## src/rtl/alu_serial_sequencer_pkg.sv

```systemverilog
// alu_serial_sequencer_pkg: shared FSM state type and ALU opcode constants
package alu_serial_sequencer_pkg;
    typedef enum logic [1:0] {S_IDLE, S_RUN, S_DONE} state_e;
    localparam logic [1:0] OP_AND = 2'b00;
    localparam logic [1:0] OP_OR  = 2'b01;
    localparam logic [1:0] OP_ADD = 2'b10;
    localparam logic [1:0] OP_ILL = 2'b11;
    localparam int INV_A = 3;
    localparam int INV_B = 2;
endpackage

```

## src/rtl/alu_serial_sequencer.sv

```systemverilog
// alu_serial_sequencer: drives an external 1-bit ALU slice LSB-first over WIDTH cycles
module alu_serial_sequencer
    import alu_serial_sequencer_pkg::*;
#(
    parameter int WIDTH = 8
) (
    input  logic             clk,
    input  logic             rst_n,
    input  logic             op_valid,
    output logic             op_ready,
    input  logic [WIDTH-1:0] op_a,
    input  logic [WIDTH-1:0] op_b,
    input  logic [3:0]       op_code,
    output logic             slice_a,
    output logic             slice_b,
    output logic             slice_cin,
    output logic [3:0]       slice_aluop,
    input  logic             slice_result,
    input  logic             slice_cout,
    output logic             res_valid,
    input  logic             res_ready,
    output logic [WIDTH-1:0] res_data,
    output logic             res_cout,
    output logic             res_ovf,
    output logic             res_zero,
    output logic             res_err
);
    localparam int IW = (WIDTH > 1) ? $clog2(WIDTH) : 1;
    state_e           state_q;
    logic [WIDTH-1:0] a_q, b_q, res_q;
    logic [3:0]       op_q;
    logic [IW-1:0]    idx_q;
    logic             carry_q, cout_q, ovf_q, err_q;
    logic             run, is_add;
    assign run         = state_q == S_RUN;
    assign is_add      = op_q[1:0] == OP_ADD;
    assign slice_a     = run & a_q[idx_q];
    assign slice_b     = run & b_q[idx_q];
    // bit 0 takes the B-invert bit as carry-in so that ~B + 1 forms subtraction
    assign slice_cin   = run & is_add & ((idx_q == '0) ? op_q[INV_B] : carry_q);
    assign slice_aluop = run ? op_q : 4'b0000;
    assign op_ready    = state_q == S_IDLE;
    assign res_valid   = state_q == S_DONE;
    assign res_data    = res_q;
    assign res_cout    = cout_q;
    assign res_ovf     = ovf_q;
    assign res_err     = err_q;
    assign res_zero    = res_valid & ~err_q & ~|res_q;
    always_ff @(posedge clk or negedge rst_n) begin
        if (!rst_n) begin
            state_q <= S_IDLE;
            a_q     <= '0;
            b_q     <= '0;
            res_q   <= '0;
            op_q    <= '0;
            idx_q   <= '0;
            carry_q <= 1'b0;
            cout_q  <= 1'b0;
            ovf_q   <= 1'b0;
            err_q   <= 1'b0;
        end else begin
            case (state_q)
                S_IDLE: if (op_valid) begin
                    a_q     <= op_a;
                    b_q     <= op_b;
                    op_q    <= op_code;
                    idx_q   <= '0;
                    res_q   <= '0;
                    carry_q <= 1'b0;
                    cout_q  <= 1'b0;
                    ovf_q   <= 1'b0;
                    err_q   <= op_code[1:0] == OP_ILL;
                    state_q <= (op_code[1:0] == OP_ILL) ? S_DONE : S_RUN;
                end
                S_RUN: begin
                    res_q[idx_q] <= slice_result;
                    carry_q      <= is_add & slice_cout;
                    idx_q        <= idx_q + 1'b1;
                    if (idx_q == IW'(WIDTH - 1)) begin
                        cout_q  <= is_add & slice_cout;
                        ovf_q   <= is_add & (slice_cin ^ slice_cout);
                        state_q <= S_DONE;
                    end
                end
                S_DONE: if (res_ready) state_q <= S_IDLE;
                default: state_q <= S_IDLE;
            endcase
        end
    end
endmodule
```

## config.mk

```make
export PLATFORM = sky130hd
export DESIGN_NAME = alu_serial_sequencer
export DESIGN_NICKNAME = d
export VERILOG_FILES = /design/src/rtl/alu_serial_sequencer_pkg.sv /design/src/rtl/alu_serial_sequencer.sv
export SDC_FILE = /design/constraint.sdc
export NUM_CORES = 1
export LEC_CHECK = 0
export CAP_MARGIN = 20
export CORE_AREA = 2 2 65 67
export DETAILED_ROUTE_END_ITERATION = 10
export DIE_AREA = 0 0 67 69
export PLACE_DENSITY = 0.78
export SLEW_MARGIN = 30
export SYNTH_ARGS = -nofsm -noshare
export SYNTH_HDL_FRONTEND = slang
export SYNTH_SLANG_ARGS = --single-unit
```

## constraint.sdc

```tcl
create_clock -name clk -period 2.3 [get_ports clk]
set_input_delay 0.575 -clock clk [delete_from_list [all_inputs] [get_ports clk]]
set_output_delay 0.575 -clock clk [all_outputs]
set_load 0.01 [all_outputs]
```

Word-level counts from Yosys, hierarchy flattened --
Index checks and enable logic that the tools add are counted.
Word-level totals: bits in registers 37, bits of input ports 26, output and inout port bits 21, logic and storage cells 65
Cells by class: add/sub/neg operators 1, magnitude comparators 2, equal/unequal tests 8, multiplexer cells 24, bitwise gates (word level) 10, reduce and logical (&&, ||, !) cells 10
Operator list (count):
- 8-bit case mux with 2 select lines | 1
- 1-bit bitwise AND | 8
- 8-bit bitwise mux | 1
- 2-bit two-way mux | 4
- 8-bit two-way mux | 1
- 8-bit OR reduction | 1
- 1-bit two-way mux | 7
- 1-bit binary-select mux with 3-bit select | 2
- 2-bit equality test (second input constant) | 3
- 1-bit case mux with 2 select lines | 3
- 2-bit case mux with 3 select lines | 1
- 3-bit case mux with 2 select lines | 1
- 3-bit AND reduction | 2
- 3-bit by 4-bit < comparator with 1-bit output (second input constant) | 1
- 4-bit two-way mux | 1
- 2-bit by 1-bit inequality test with 1-bit output (second input constant) | 2
- 2-bit AND reduction | 2
- 3-bit by 1-bit adder with 3-bit output (second input constant) | 1
- 1-bit demux with 3-bit select | 1
- 3-bit equality test (second input constant) | 1
- 3-bit by 1-bit >= comparator with 1-bit output (second input constant) | 1
- 3-bit zero test | 1
- 3-bit two-way mux | 1
- 2-bit by 1-bit equality test with 1-bit output (second input constant) | 1
- other kinds (7) | 7

Logic depth before layout (Yosys ltp) --
depth in word-level cells 7, gate-level depth with buffers 6, mapped depth without buffers 6

Least setup slack after synthesis --
No wires, ideal clock.
path type reg-to-output, from register state_q[1], to output res_zero, arrival 1.204 ns, required time 1.725 ns, slack 0.521 ns, stages on the path, launching flop included 5, buffers on the path 1, cell sequence dfrtp_1 > buf_6 > nor2b_1 > nand3_1 > nor4_1
Between the ends: longest elaborated chain between the ends 3
RTL lines:
- from (decl) | line alu_serial_sequencer.sv:29 | state_e state_q;
- from (signal assigned) | line alu_serial_sequencer.sv:73 | state_q <= (op_code[1:0] == OP_ILL) ? S_DONE : S_RUN;
- 2-bit equality test | line alu_serial_sequencer.sv:43 | assign res_valid = state_q == S_DONE;
- named net res_valid | line alu_serial_sequencer.sv:20 | output logic res_valid,
- 1-bit bitwise AND (2 in a row) | line alu_serial_sequencer.sv:48 | assign res_zero = res_valid & ~err_q & ~|res_q;
- to (decl) | line alu_serial_sequencer.sv:25 | output logic res_zero,
The timed path passes the listed nets, and every way through them passes these cells.

Worst setup path in the final report --
from register state_q[0], to output res_zero
Between the ends: longest elaborated chain between the ends 3
RTL lines (line):
- 2-bit equality test | alu_serial_sequencer.sv:43
- 1-bit bitwise AND (2 in a row) | alu_serial_sequencer.sv:48
Every way passes these cells.

==> out/metrics.csv <==
stage,metric,value,unit
worst_setup_path,Critical Path Start Type,register,
routing,DRT Pass-1 Iters,4,
power_and_ir_drop,PwrDens,1290,nW/µm²
die,Row Count,23,
sta,Final Skew,0.0104,ns
grt,first-pass GRT wire length,6640,µm
sta,fin crit share,0.978,
worst_setup_path,Worst EP required,1.73,ns
worst_setup_path,maximum fanout along the worst path,5,
finish,number of filler cells placed in the layout,315,
logic_synthesis,synthesized cell area,1870,µm²
power_and_ir_drop,Max IR drop VDD,0.000556,V
grt,largest net degree at the start of global routing,38,
worst_setup_path,kind of critical path,reg -> out,
cts,H-tree depth,2,
die,I/O pins,47,
grt,number of global-route vias before repair,1451,
sta,setup TNS,0,ns
finish,area grow syn2layout,37.7,%
die,Die Height,69,µm
logic_synthesis,Synth Instances,152,
finish,final core utilization,0.656,
routing,DRC,0,
cts,worst skew pair latency,0.29,ns
cts,clock buffer depth,2,
routing,Routed WL per cell,15.1,µm
power_and_ir_drop,leakage,1.14,nW
min_path,worst hold path class,in -> async,
worst_setup_path,reg2reg end,res_cout,
placement,gp weighted congestion,0.817,
finish,layout net count,244,
sta,Pins Over Slew Limit,0,
finish,Final Non-Filler Cells,265,
grt,initial antenna violation count,0,
cts,total CTS buffers,5,
logic_synthesis,sequential share of the synthesized area,0.496,
grt,gr usage total,0.189,
sta,Tmin final,2.25,ns
cts,CTS tree,built,
finish,ant diodes,0,
finish,share of cells above drive strength 1,0.191,
cts,Root Buffer,clkbuf_8,
worst_setup_path,reg2reg start,idx_q[0],
grt,grt ovf,0,
logic_synthesis,synthesized area per cell,12.3,µm²
placement,port bufs,46,
cts,Post-CTS Hold Fix Bufs,0,
logic_synthesis,Seq cells post-synth,37,
logic_synthesis,"Distinct cells, synth",38,
logic_synthesis,"area leader, netlist",dfrtp_1,
die,initial core utilization,0.477,
cts,"Reg clk slew, reported paths",0.07,ns
flow_run,total of max-cap violations,0,
routing,Routed Antenna Nets,0,
worst_setup_path,Reg2Reg Setup Slack,0.55,ns
routing,vias per cell,5.32,
die,core area,3910,µm²
die,Die W,67,µm
sta,Slew Limit Headroom,0.458,
placement,post-DP HPWL,2850,µm
worst_setup_path,CP arrival,1.68,ns
cts,CTS sink count,37,
logic_synthesis,synth top area cells,"dfrtp_1, mux2_1, mux2i_1",
sta,Slew @ Worst Pin,0.814,ns
worst_setup_path,Setup crit end kind,output port,
sta,RSZ-0062 raised after global routing,false,
logic_synthesis,area share of the largest cell type after synthesis,0.496,
logic_synthesis,warnings from Yosys,0,
outcome,status,"complete, no violations",
routing,DR iter-0 viols,55,
sta,Peak Freq,444,MHz
routing,drt total wl,4010,µm
routing,vias,1410,
worst_setup_path,depth of the worst register-to-register path,6,
logic_synthesis,syn_nets,181,
sta,"Hold Vio Cnt, Final",0,
sta,Final Setup Violations,0,
sta,final hold slack,0.377,ns
placement,placed cells,249,
die,die footprint,4620,µm²
## sequential cells by signal, summed over array words and instances (netlist names), 2 cells and up
name	flops
a_q	8
b_q	8
res_data	8
op_q	4
idx_q	3
state_q	2
## per-stage QoR
step           power (W)  setup slack (ns)  area [µm²]
2_1_floorplan    0.00210             0.521        1870
3_3_place_gp     0.00269             0.110        2400
3_5_place_dp     0.00277            0.0115        2400
4_1_cts          0.00330           0.00185        2550
5_1_grt          0.00353            0.0119        2570
6_report         0.00331            0.0498        2570
## layout by cell type, fill, tap and decap left out, drive strengths merged, types with 2 or more instances in the layout
cell type / synthesis / final
a21o: 2 / 2
a21oi: 2 / 2
a22o: 4 / 4
and2: 5 / 5
buf: 6 / 21
clkbuf: 2 / 7
clkdlybuf4s50: 0 / 40
dfrtp: 37 / 37
ha: 3 / 3
inv: 5 / 5
mux2: 25 / 25
mux2i: 6 / 6
mux4: 2 / 2
nand2: 5 / 5
nand2b: 3 / 3
nand3: 4 / 4
nand3b: 4 / 4
nand4: 2 / 2
nor2: 8 / 8
nor2b: 5 / 5
nor3: 2 / 2
nor4: 2 / 2
o21ai: 10 / 10
or4: 2 / 2
## how the worst max path moves through the flow
stage / startpoint / endpoint / slack, ns / cells after the start
final: state_q[0] / res_zero / 0.05 / 5
after floorplan: state_q[1] / res_zero / 0.52 / 4
after global placement: idx_q[2] / slice_b / 0.11 / 5
after detailed placement: res_data[5] / res_zero / 0.01 / 4
after CTS: idx_q[1] / slice_b / 0.002 / 6
after global routing: res_data[2] / res_zero / 0.01 / 4
## critical path: stages, from the launching register on
cell           delay, ns
dfrtp_2             0.41
buf_4               0.16
nor2b_1             0.16
nand3_1             0.12
nor4_1              0.23
dlygate4sd2_1       0.31
## cells in the mapped netlist (all sizes together)
| library cell | count |
|---|---|
| nand4 | 2 |
| nand3b | 4 |
| o21bai | 1 |
| inv | 5 |
| nand3 | 4 |
| dfrtp | 37 |
| o31a | 1 |
| nor3b | 1 |
| nand2 | 5 |
| mux4 | 2 |
| a21oi | 2 |
| a21o | 2 |
| a22o | 4 |
| mux2i | 6 |
| mux2 | 25 |
| o21ai | 10 |
| or4 | 2 |
| xor2 | 1 |
| and2 | 5 |
| o22ai | 1 |
| nand2b | 3 |
| ha | 3 |
| nor4 | 2 |
| clkbuf | 2 |
| nor2b | 5 |
| buf | 6 |
| a22oi | 1 |
| nor2 | 8 |
| nor3 | 2 |
## power breakdown
group | internal (W) | switching (W) | total (W)
combinational | 0.000968 | 0.000731 | 0.00170
sequential | 0.000960 | 0.000196 | 0.00116
clock | 0.000238 | 0.000212 | 0.000450
total | 0.00217 | 0.00114 | 0.00331
## kinds of logic after synthesis
group	synth area share
AOI/OAI and AO/OA	0.0751
muxes	0.211
DFF	0.496
buffers and inverters	0.0436
adders and majority gates	0.0201
and+or+nand+nor	0.149
xor gates and xnor gates	0.00470
## what timing repair did
item | 4_1_cts | 5_1_grt
buffers inserted | 8 | 1
endpoints found under the setup margin | 8 | 5
gates resized for setup | 13 | 7
## layout make-up
type | instances | area [µm²] | share of cell area
multi-input combinational | 102 | 868 | 0.338
sequential | 37 | 931 | 0.362
timing repair buffer | 64 | 602 | 0.234
inverter | 5 | 18.8 | 0.00731
tap | 50 | 62.6 | 0.0244
clock buffer | 7 | 86.3 | 0.0336
## per-layer routing
layer / track usage / vias to the layer above / part of all wire
met5: 0 / - / 0
met4: 0.0658 / 0 / 0.011
met3: 0.0457 / 6 / 0.051
met2: 0.311 / 41 / 0.51
met1: 0.239 / 696 / 0.43
li1: - / 667 / -
(Power assumes the default switching activity.)
